**src/rtl/writeback_arbiter.sv**
```systemverilog
// rtl/writeback_arbiter.sv - register-file write port arbiter merging ALU and mult/div writebacks
// ALU results win the port; mult/div results wait in a small FIFO and are killed by younger ALU writes.
module writeback_arbiter #(
   parameter int QDEPTH = 2
) (
   input  logic        clock,
   input  logic        ctrl_reset,
   input  logic        alu_wbValid,
   input  logic [4:0]  alu_wbReg,
   input  logic [31:0] alu_wbData,
   input  logic        md_valid,
   output logic        md_ready,
   input  logic [4:0]  md_reg,
   input  logic [31:0] md_data,
   output logic        ctrl_writeEnable,
   output logic [4:0]  ctrl_writeReg,
   output logic [31:0] data_writeReg,
   input  logic [4:0]  ctrl_readRegA,
   input  logic [4:0]  ctrl_readRegB,
   output logic        bypass_hitA,
   output logic [31:0] bypass_dataA,
   output logic        bypass_hitB,
   output logic [31:0] bypass_dataB
);
   localparam int PW = (QDEPTH > 1) ? $clog2(QDEPTH) : 1;
   localparam int SW = PW + 1;
   localparam int CW = $clog2(QDEPTH + 1);
   localparam logic [CW-1:0] DEPTH_C = CW'(QDEPTH);
   localparam logic [PW-1:0] LAST_C = PW'(QDEPTH - 1);

   logic          q_valid_q [QDEPTH];
   logic          q_valid_d [QDEPTH];
   logic [4:0]    q_reg_q   [QDEPTH];
   logic [4:0]    q_reg_d   [QDEPTH];
   logic [31:0]   q_data_q  [QDEPTH];
   logic [31:0]   q_data_d  [QDEPTH];
   logic [PW-1:0] head_q, head_d, tail_q, tail_d;
   logic [CW-1:0] count_q, count_d;
   logic          wen_q, wen_d;
   logic [4:0]    wreg_q, wreg_d;
   logic [31:0]   wdata_q, wdata_d;
   logic          alu_write, push, pop;
   logic [SW-1:0] slot_sum;
   logic [PW-1:0] slot;

   function automatic logic [PW-1:0] ptr_inc(input logic [PW-1:0] p);
      return (p == LAST_C) ? '0 : p + PW'(1);
   endfunction

   assign md_ready  = (count_q < DEPTH_C) && !ctrl_reset;
   assign alu_write = alu_wbValid && (alu_wbReg != 5'd0);
   // A same-cycle ALU write to the same register is younger, so the md result is dropped.
   assign push      = md_valid && md_ready && (md_reg != 5'd0) &&
                      !(alu_wbValid && (alu_wbReg == md_reg));
   assign pop       = !alu_write && (count_q != '0);

   always_comb begin
      q_valid_d = q_valid_q;
      q_reg_d   = q_reg_q;
      q_data_d  = q_data_q;
      head_d    = head_q;
      tail_d    = tail_q;
      count_d   = count_q;
      wen_d     = 1'b0;
      wreg_d    = wreg_q;
      wdata_d   = wdata_q;
      if (alu_write) begin
         for (int i = 0; i < QDEPTH; i++) begin
            if (q_reg_q[PW'(i)] == alu_wbReg) q_valid_d[PW'(i)] = 1'b0;
         end
         wen_d   = 1'b1;
         wreg_d  = alu_wbReg;
         wdata_d = alu_wbData;
      end else if (pop) begin
         wen_d             = q_valid_q[head_q];
         wreg_d            = q_reg_q[head_q];
         wdata_d           = q_data_q[head_q];
         q_valid_d[head_q] = 1'b0;
         head_d            = ptr_inc(head_q);
      end
      if (push) begin
         q_valid_d[tail_q] = 1'b1;
         q_reg_d[tail_q]   = md_reg;
         q_data_d[tail_q]  = md_data;
         tail_d            = ptr_inc(tail_q);
      end
      case ({push, pop})
         2'b10:   count_d = count_q + CW'(1);
         2'b01:   count_d = count_q - CW'(1);
         default: count_d = count_q;
      endcase
   end

   // Later slots in FIFO order overwrite earlier hits, so the youngest queued match wins.
   always_comb begin
      bypass_hitA  = 1'b0;
      bypass_dataA = '0;
      bypass_hitB  = 1'b0;
      bypass_dataB = '0;
      slot_sum     = '0;
      slot         = '0;
      if (wen_q && (wreg_q == ctrl_readRegA)) begin
         bypass_hitA  = 1'b1;
         bypass_dataA = wdata_q;
      end
      if (wen_q && (wreg_q == ctrl_readRegB)) begin
         bypass_hitB  = 1'b1;
         bypass_dataB = wdata_q;
      end
      for (int i = 0; i < QDEPTH; i++) begin
         slot_sum = SW'(head_q) + SW'(i);
         if (slot_sum >= SW'(QDEPTH)) slot_sum = slot_sum - SW'(QDEPTH);
         slot = slot_sum[PW-1:0];
         if ((CW'(i) < count_q) && q_valid_q[slot]) begin
            if (q_reg_q[slot] == ctrl_readRegA) begin
               bypass_hitA  = 1'b1;
               bypass_dataA = q_data_q[slot];
            end
            if (q_reg_q[slot] == ctrl_readRegB) begin
               bypass_hitB  = 1'b1;
               bypass_dataB = q_data_q[slot];
            end
         end
      end
      if ((ctrl_readRegA == 5'd0) || ctrl_reset) begin
         bypass_hitA  = 1'b0;
         bypass_dataA = '0;
      end
      if ((ctrl_readRegB == 5'd0) || ctrl_reset) begin
         bypass_hitB  = 1'b0;
         bypass_dataB = '0;
      end
   end

   always_ff @(posedge clock or posedge ctrl_reset) begin
      if (ctrl_reset) begin
         q_valid_q <= '{default: '0};
         q_reg_q   <= '{default: '0};
         q_data_q  <= '{default: '0};
         head_q    <= '0;
         tail_q    <= '0;
         count_q   <= '0;
         wen_q     <= 1'b0;
         wreg_q    <= '0;
         wdata_q   <= '0;
      end else begin
         q_valid_q <= q_valid_d;
         q_reg_q   <= q_reg_d;
         q_data_q  <= q_data_d;
         head_q    <= head_d;
         tail_q    <= tail_d;
         count_q   <= count_d;
         wen_q     <= wen_d;
         wreg_q    <= wreg_d;
         wdata_q   <= wdata_d;
      end
   end

   assign ctrl_writeEnable = wen_q;
   assign ctrl_writeReg    = wreg_q;
   assign data_writeReg    = wdata_q;
endmodule

```
**config.mk**
```make
export PLATFORM = sky130hd
export DESIGN_NAME = writeback_arbiter
export DESIGN_NICKNAME = d
export VERILOG_FILES = /design/src/rtl/writeback_arbiter.sv
export SDC_FILE = /design/constraint.sdc
export NUM_CORES = 1
export LEC_CHECK = 0
export ABC_AREA = 1
export CORE_ASPECT_RATIO = 1.4
export CORE_UTILIZATION = 24
export DETAILED_ROUTE_END_ITERATION = 8
export PLACE_DENSITY = 0.45
export SLEW_MARGIN = 10
export SYNTH_ARGS = -nofsm -noshare
export SYNTH_HDL_FRONTEND = slang
export SYNTH_SLANG_ARGS = --single-unit
```
**constraint.sdc**
```tcl
create_clock -name clock -period 4.6 [get_ports clock]
set_input_delay 0.46 -clock clock [delete_from_list [all_inputs] [get_ports clock]]
set_output_delay 0.46 -clock clock [all_outputs]
set_load 0.01 [all_outputs]
```
# Word-level counts from Yosys, hierarchy flattened
# Index checks and enable logic that the tools add are counted.
[word_totals]
elab_cells = 151
out_inout_bits = 105
regBits = 118
[classes]
magnitude_cmp = 11
n_reduce_logical = 26
bitwise_logic = 8
eq_ne = 10
mux = 77
add_sub_neg = 7
[ops]
columns = ["operator", "count"]
rows = [
  ["2-to-1 mux 32 bit", 24],
  ["bitwise mux 64 bit", 1],
  ["2-to-1 mux 5 bit", 12],
  ["equality test 5 bit", 8],
  ["demux 32 bit (select 1 bit)", 1],
  ["2-to-1 mux 1 bit", 32],
  ["logical AND 1 bit", 13],
  ["bitwise mux 10 bit", 1],
  [">= comparator 2 bit (second input constant)", 5],
  ["zero test 5 bit", 2],
  ["nonzero test 5 bit", 2],
  ["NOT 1 -> 2 bit", 4],
  ["nonzero test 2 bit", 3],
  ["demux 5 bit (select 1 bit)", 1],
  ["< comparator 1 x 2 -> 1 bit (first input constant)", 2],
  ["< comparator 2 x 1 -> 1 bit (second input constant)", 2],
  ["2-to-1 mux 2 bit", 2],
  ["one-hot mux 2 bit (2 select lines)", 1],
  ["zero test 1 bit", 3],
  ["adder 1 bit (second input constant)", 2],
  ["adder 1 x 1 -> 2 bit (second input constant)", 1],
  ["adder 2 x 1 -> 2 bit (second input constant)", 1],
  ["bitwise AND 2 bit", 1],
  ["demux 1 bit (select 1 bit)", 2],
  ["11 further kinds", 13],
]

# Depth between registers and ports, before layout
[depth]
depth_word = 12
mapped_depth = 14

# Worst setup path before layout
# No wires, ideal clock.
[synth_timing]
path_kind = "input to output"
from = "input port ctrl_reset"
to = "output port bypass_dataA[10]"
stages = 6
path_slack_ns = 0.199
arrival_time_ns = 3.941
n_path_buf = 1
required_time_ns = 4.140
cell_sequence = "inv_1 > nand2_1 > clkbuf_1 > nor2_1 > nand2_1 > inv_1"
[synth_between]
elab_chain_len = 2
[synth_lines]
columns = ["element", "line_no", "source"]
rows = [
  ["start: declaration", "7", "input logic ctrl_reset,"],
  ["logical OR 1 bit", "125", "if ((ctrl_readRegA == 5'd0) || ctrl_reset) begin"],
  ["2-to-1 mux 32 bit", "125", ""],
  ["end: declaration", "21", "output logic [31:0] bypass_dataA,"],
]
# Every way passes these cells.

# Worst setup path after layout
[layout_timing]
from = "register head_q"
to = "output port bypass_dataA[8]"
[layout_between]
elab_chain_len = 12
elab_cells_between_ends = 36
[layout_lines]
columns = ["element", "line_no", "source"]
rows = [
  ["start: declaration", "37", "logic [PW-1:0] head_q, head_d, tail_q, tail_d;"],
  ["start signal: assignment", "140", "head_q <= '0;"],
  ["start signal: assignment", "150", "head_q <= head_d;"],
  [">= comparator 1 x 2 -> 1 bit / subtractor 1 bit (equally long branches)", "112", "if (slot_sum >= SW'(QDEPTH)) slot_sum = slot_sum - SW'(QDEPTH);"],
  ["2-to-1 mux 1 bit", "112", ""],
  ["NOT 1 -> 2 bit (implied by the code)", "114, 115, 117", ""],
  ["2-to-1 mux 5 bit (implied by the code) (3 in a row)", "115", "if (q_reg_q[slot] == ctrl_readRegA) begin"],
  ["equality test 5 bit", "115", ""],
  ["2-to-1 mux 32 bit", "115", ""],
  ["2-to-1 mux 32 bit", "114", "if ((CW'(i) < count_q) && q_valid_q[slot]) begin"],
  ["2-to-1 mux 32 bit", "115", ""],
  ["2-to-1 mux 32 bit *", "114", ""],
  ["2-to-1 mux 32 bit *", "125", ""],
]
# Mark *: on every way between the ends. The rest lies on a longest branch, timed or not. The select of a mux whose other input is x is not followed.

==> out/qor.txt <==
Status - finished with violations
Failing checks - design-rule violations
CTS Sinks - 118
Req. time, crit path - 4.14 ns
Hold buffers post-CTS - 0
Reg-to-reg critical path startpoint - count_q[1]$_DFFE_PP0P_
Ys async rst share - 100.0%
Die ar. - 37260 um2
Crit path largest cell delay - 0.48 ns
H-tree levels - 4
Worst R2R End - q_data_q[22]$_DFFE_PP0P_
CTS buffer count - 17
Post-layout util - 32.54%
Nets - 1686
Total GRT Usage - 19.97%
Yosys top cell by area - dfrtp_1
Tmin final - 4.023 ns
# setup viols final - 0
Worst VDD drop - 0.2408 mV
Number of global-route vias before repair - 9440
First-pass GRT wire length - 55650 um
Worst setup margin - 0.5775 ns
DR pass1 iterations - 9
Gpl congestion - 0.8646
Most common cell in the netlist - nand2_1
# IOs - 193
Syn Nets - 1546
Synthesized cell area - 8756 um2
Worst-path maximum fanout - 41
Worst-case reg-to-reg path depth - 5
Reg-to-reg slack, setup - 2.46 ns
Die extent in x - 163.4 um
Top cells by area, synth - dfrtp_1, nand2_1, nor2_1
Die Y - 228 um
Detailed placement HPWL - 24400 um
DP Worst Slack - 0.6317 ns
Synth cell types - 25
Fill cells - 4009
Worst-path clk slew - 0.05 ns
Clk_skew - 0.006420 ns
Mapped Cells - 1455
Worst path arrival time - 3.56 ns
Clock network fraction of total power - 21.4%
CTS tree - yes
Antenna viol nets, final - 0
Most used cell along the critical path - nand2_1
PD cells - 554.7 nW/um2
Share of the synthesized area in the top cell type - 33.72%
Period utilisation layout - 87.45%
Ys Warns - 0
Core ar. - 35910 um2
Wire per inst - 17.54 um
Critical Path Start - head_q$_DFFE_PP0P_
RSZ-0062 raised after global routing - false
Slew headroom - 32.32%
Reg power frac - 28.7%
Crit end category - output pin
Main synth FF type - dfrtp_1
Starting Density - 24.38%
Sw power - 3.043 mW
Max cap viols - 0
Layout cells sized above 1 - 4.291%
Routed Wire Length - 36350 um
Fin Setup TNS - 0 ns
Hold Violations, Final - 0
Via density - 4.677
Pin count of the biggest net entering global routing - 77
Layout area overhead - 33.44%
Post-CTS Setup Inserts - 0
Syn avg cell area - 6.018 um2
Crit path to - bypass_dataA[8]
Leakage power - 5.948 nW
Achievable frequency - 248.6 MHz
Max-slew violations - 0
IO Port Bufs - 192
Combinational Power Share - 49.8%
List of most frequent post-synthesis cells - nand2_1, nor2_1, inv_1
Vias after detailed routing - 9690
Switch share - 46.96%
Clk_lat worst skew - 0.44 ns
Remaining routing DRC violations - 2
Slowest cell on the critical path - clkdlybuf4s50_1
Post-synth EDFFs - 0
Setup crit start kind - register
CTS resizes - 0
Internal power - 3.438 mW
Setup Crit Path Kind - reg -> out
Synth Register Bits - 118
Initial antenna violation count - 2
Sequential share of the synthesized area - 33.72%
Clk buf depth - 2
HP Class - in -> async
Root Buffer - clkbuf_16
DR iter-0 viols - 641
Critical path cell sequence - buf_4 -> nand2_1 -> nand2_1 -> nand2_1 -> nand2_1 -> nand2_1 -> nor2_4 -> nand2_4 -> nand2_1 -> nand3_1 -> nand2_1 -> inv_1 -> clkdlybuf4s50_1
Congestion Overflow GR - 0
# rows - 82
Worst-margin pin slew - 1.012 ns
cells by family after synthesis:
family                     share of synthesized area, %
adders and majority gates                        0.4287
buffers and inverters                             13.65
AOI/OAI and AO/OA                                 12.03
and+or+nand+nor                                   39.37
xor gates and xnor gates                         0.8001
DFF                                               33.72
registers in the layout, indices dropped and copies added, names as in the netlist:
register and count:
tail_q 1, q_valid_q 2, ctrl_writeReg 5, head_q 1, data_writeReg 32, q_data_q 64, ctrl_writeEnable 1, q_reg_q 10
count_q 2
critical path: cells and delay by family, from the launching register on:
| family | cells | cell delay (ns) |
|---|---|---|
| and+or+nand+nor | 10 | 1.80 |
| buffers and inverters | 3 | 0.91 |
| DFF | 1 | 0.37 |
layer usage:
layer	routed length (um)	global-route usage [%]
met1	14620	23.17
met5	0	0
met3	1603	2.691
met2	18680	35.32
met4	1451	9.988
per-stage QoR:
| stage | total power [mW] | hold WS (ns) | area [um2] | instances |
|---|---|---|---|---|
| 6_report | 6.481 | 0.3615 | 11680 | 2072 |
| 5_1_grt | 6.984 | 0.3686 | 11680 | 2072 |
| 4_1_cts | 6.522 | 0.3754 | 11670 | 2070 |
| 3_5_place_dp | 5.100 | 0.4732 | 11080 | 2038 |
| 3_3_place_gp | 5.072 | 0.4666 | 11080 | 2038 |
| 2_1_floorplan | 3.787 | 0.4530 | 8756 | 1455 |
cell usage in the layout (no fill, tap or decap):
cell / count
nand2_4: 1
dfrtp_2: 1
nor2_4: 5
clkinv_2: 2
nor2_1: 213
o211ai_1: 32
clkbuf_16: 17
clkbuf_1: 3
nand2_2: 3
xor2_1: 4
clkinvlp_4: 3
inv_6: 1
clkinv_1: 1
a21oi_1: 4
inv_1: 199
o22ai_1: 2
dfrtp_1: 117
nand3_4: 4
xnor2_1: 4
ha_1: 3
buf_12: 1
nand3_2: 3
nand4_1: 34
nor3_1: 4
nand2_1: 441
inv_2: 3
o21ai_0: 149
clkbuf_8: 5
o221ai_1: 4
buf_4: 18
bufinv_16: 2
clkdlybuf4s50_1: 192
nand3_1: 133
diode_2: 2
area by class of cell:
class	instances	area (um2)	share of cell area, %
multi-input combinational	1043	4701	40.23
sequential	118	2954	25.28
timing repair buffer	211	2077	17.78
inverter	204	770.7	6.597
tap	462	578.1	4.948
clock buffer	25	505.5	4.326
clock inverter	7	92.59	0.7925
antenna	2	5.005	0.04284
power groups by stage:
| stage | sequential [mW] | combinational [mW] | clock (mW) |
|---|---|---|---|
| final | 1.86 | 3.23 | 1.39 |
| after global routing | 1.92 | 3.60 | 1.46 |
| after CTS | 1.87 | 3.23 | 1.42 |
| after detailed placement | 1.88 | 3.22 | 0 |
| after global placement | 1.87 | 3.20 | 0 |
| after floorplan | 1.84 | 1.95 | 0 |
worst min path at each step:
stage                                        start                        to  slack [ns]  cells past startpoint
after floorplan            q_data_q[0]$_DFFE_PP0P_   q_data_q[0]$_DFFE_PP0P_        0.45                      2
after global placement    q_data_q[31]$_DFFE_PP0P_  q_data_q[31]$_DFFE_PP0P_        0.47                      2
after detailed placement  q_data_q[31]$_DFFE_PP0P_  q_data_q[31]$_DFFE_PP0P_        0.47                      2
after CTS                               ctrl_reset    q_reg_q[9]$_DFFE_PP0P_        0.38                      2
after global routing                    ctrl_reset    q_reg_q[9]$_DFFE_PP0P_        0.37                      2
final                                   ctrl_reset    q_reg_q[9]$_DFFE_PP0P_        0.36                      2
Note: power is estimated with default switching activity, not from simulation.
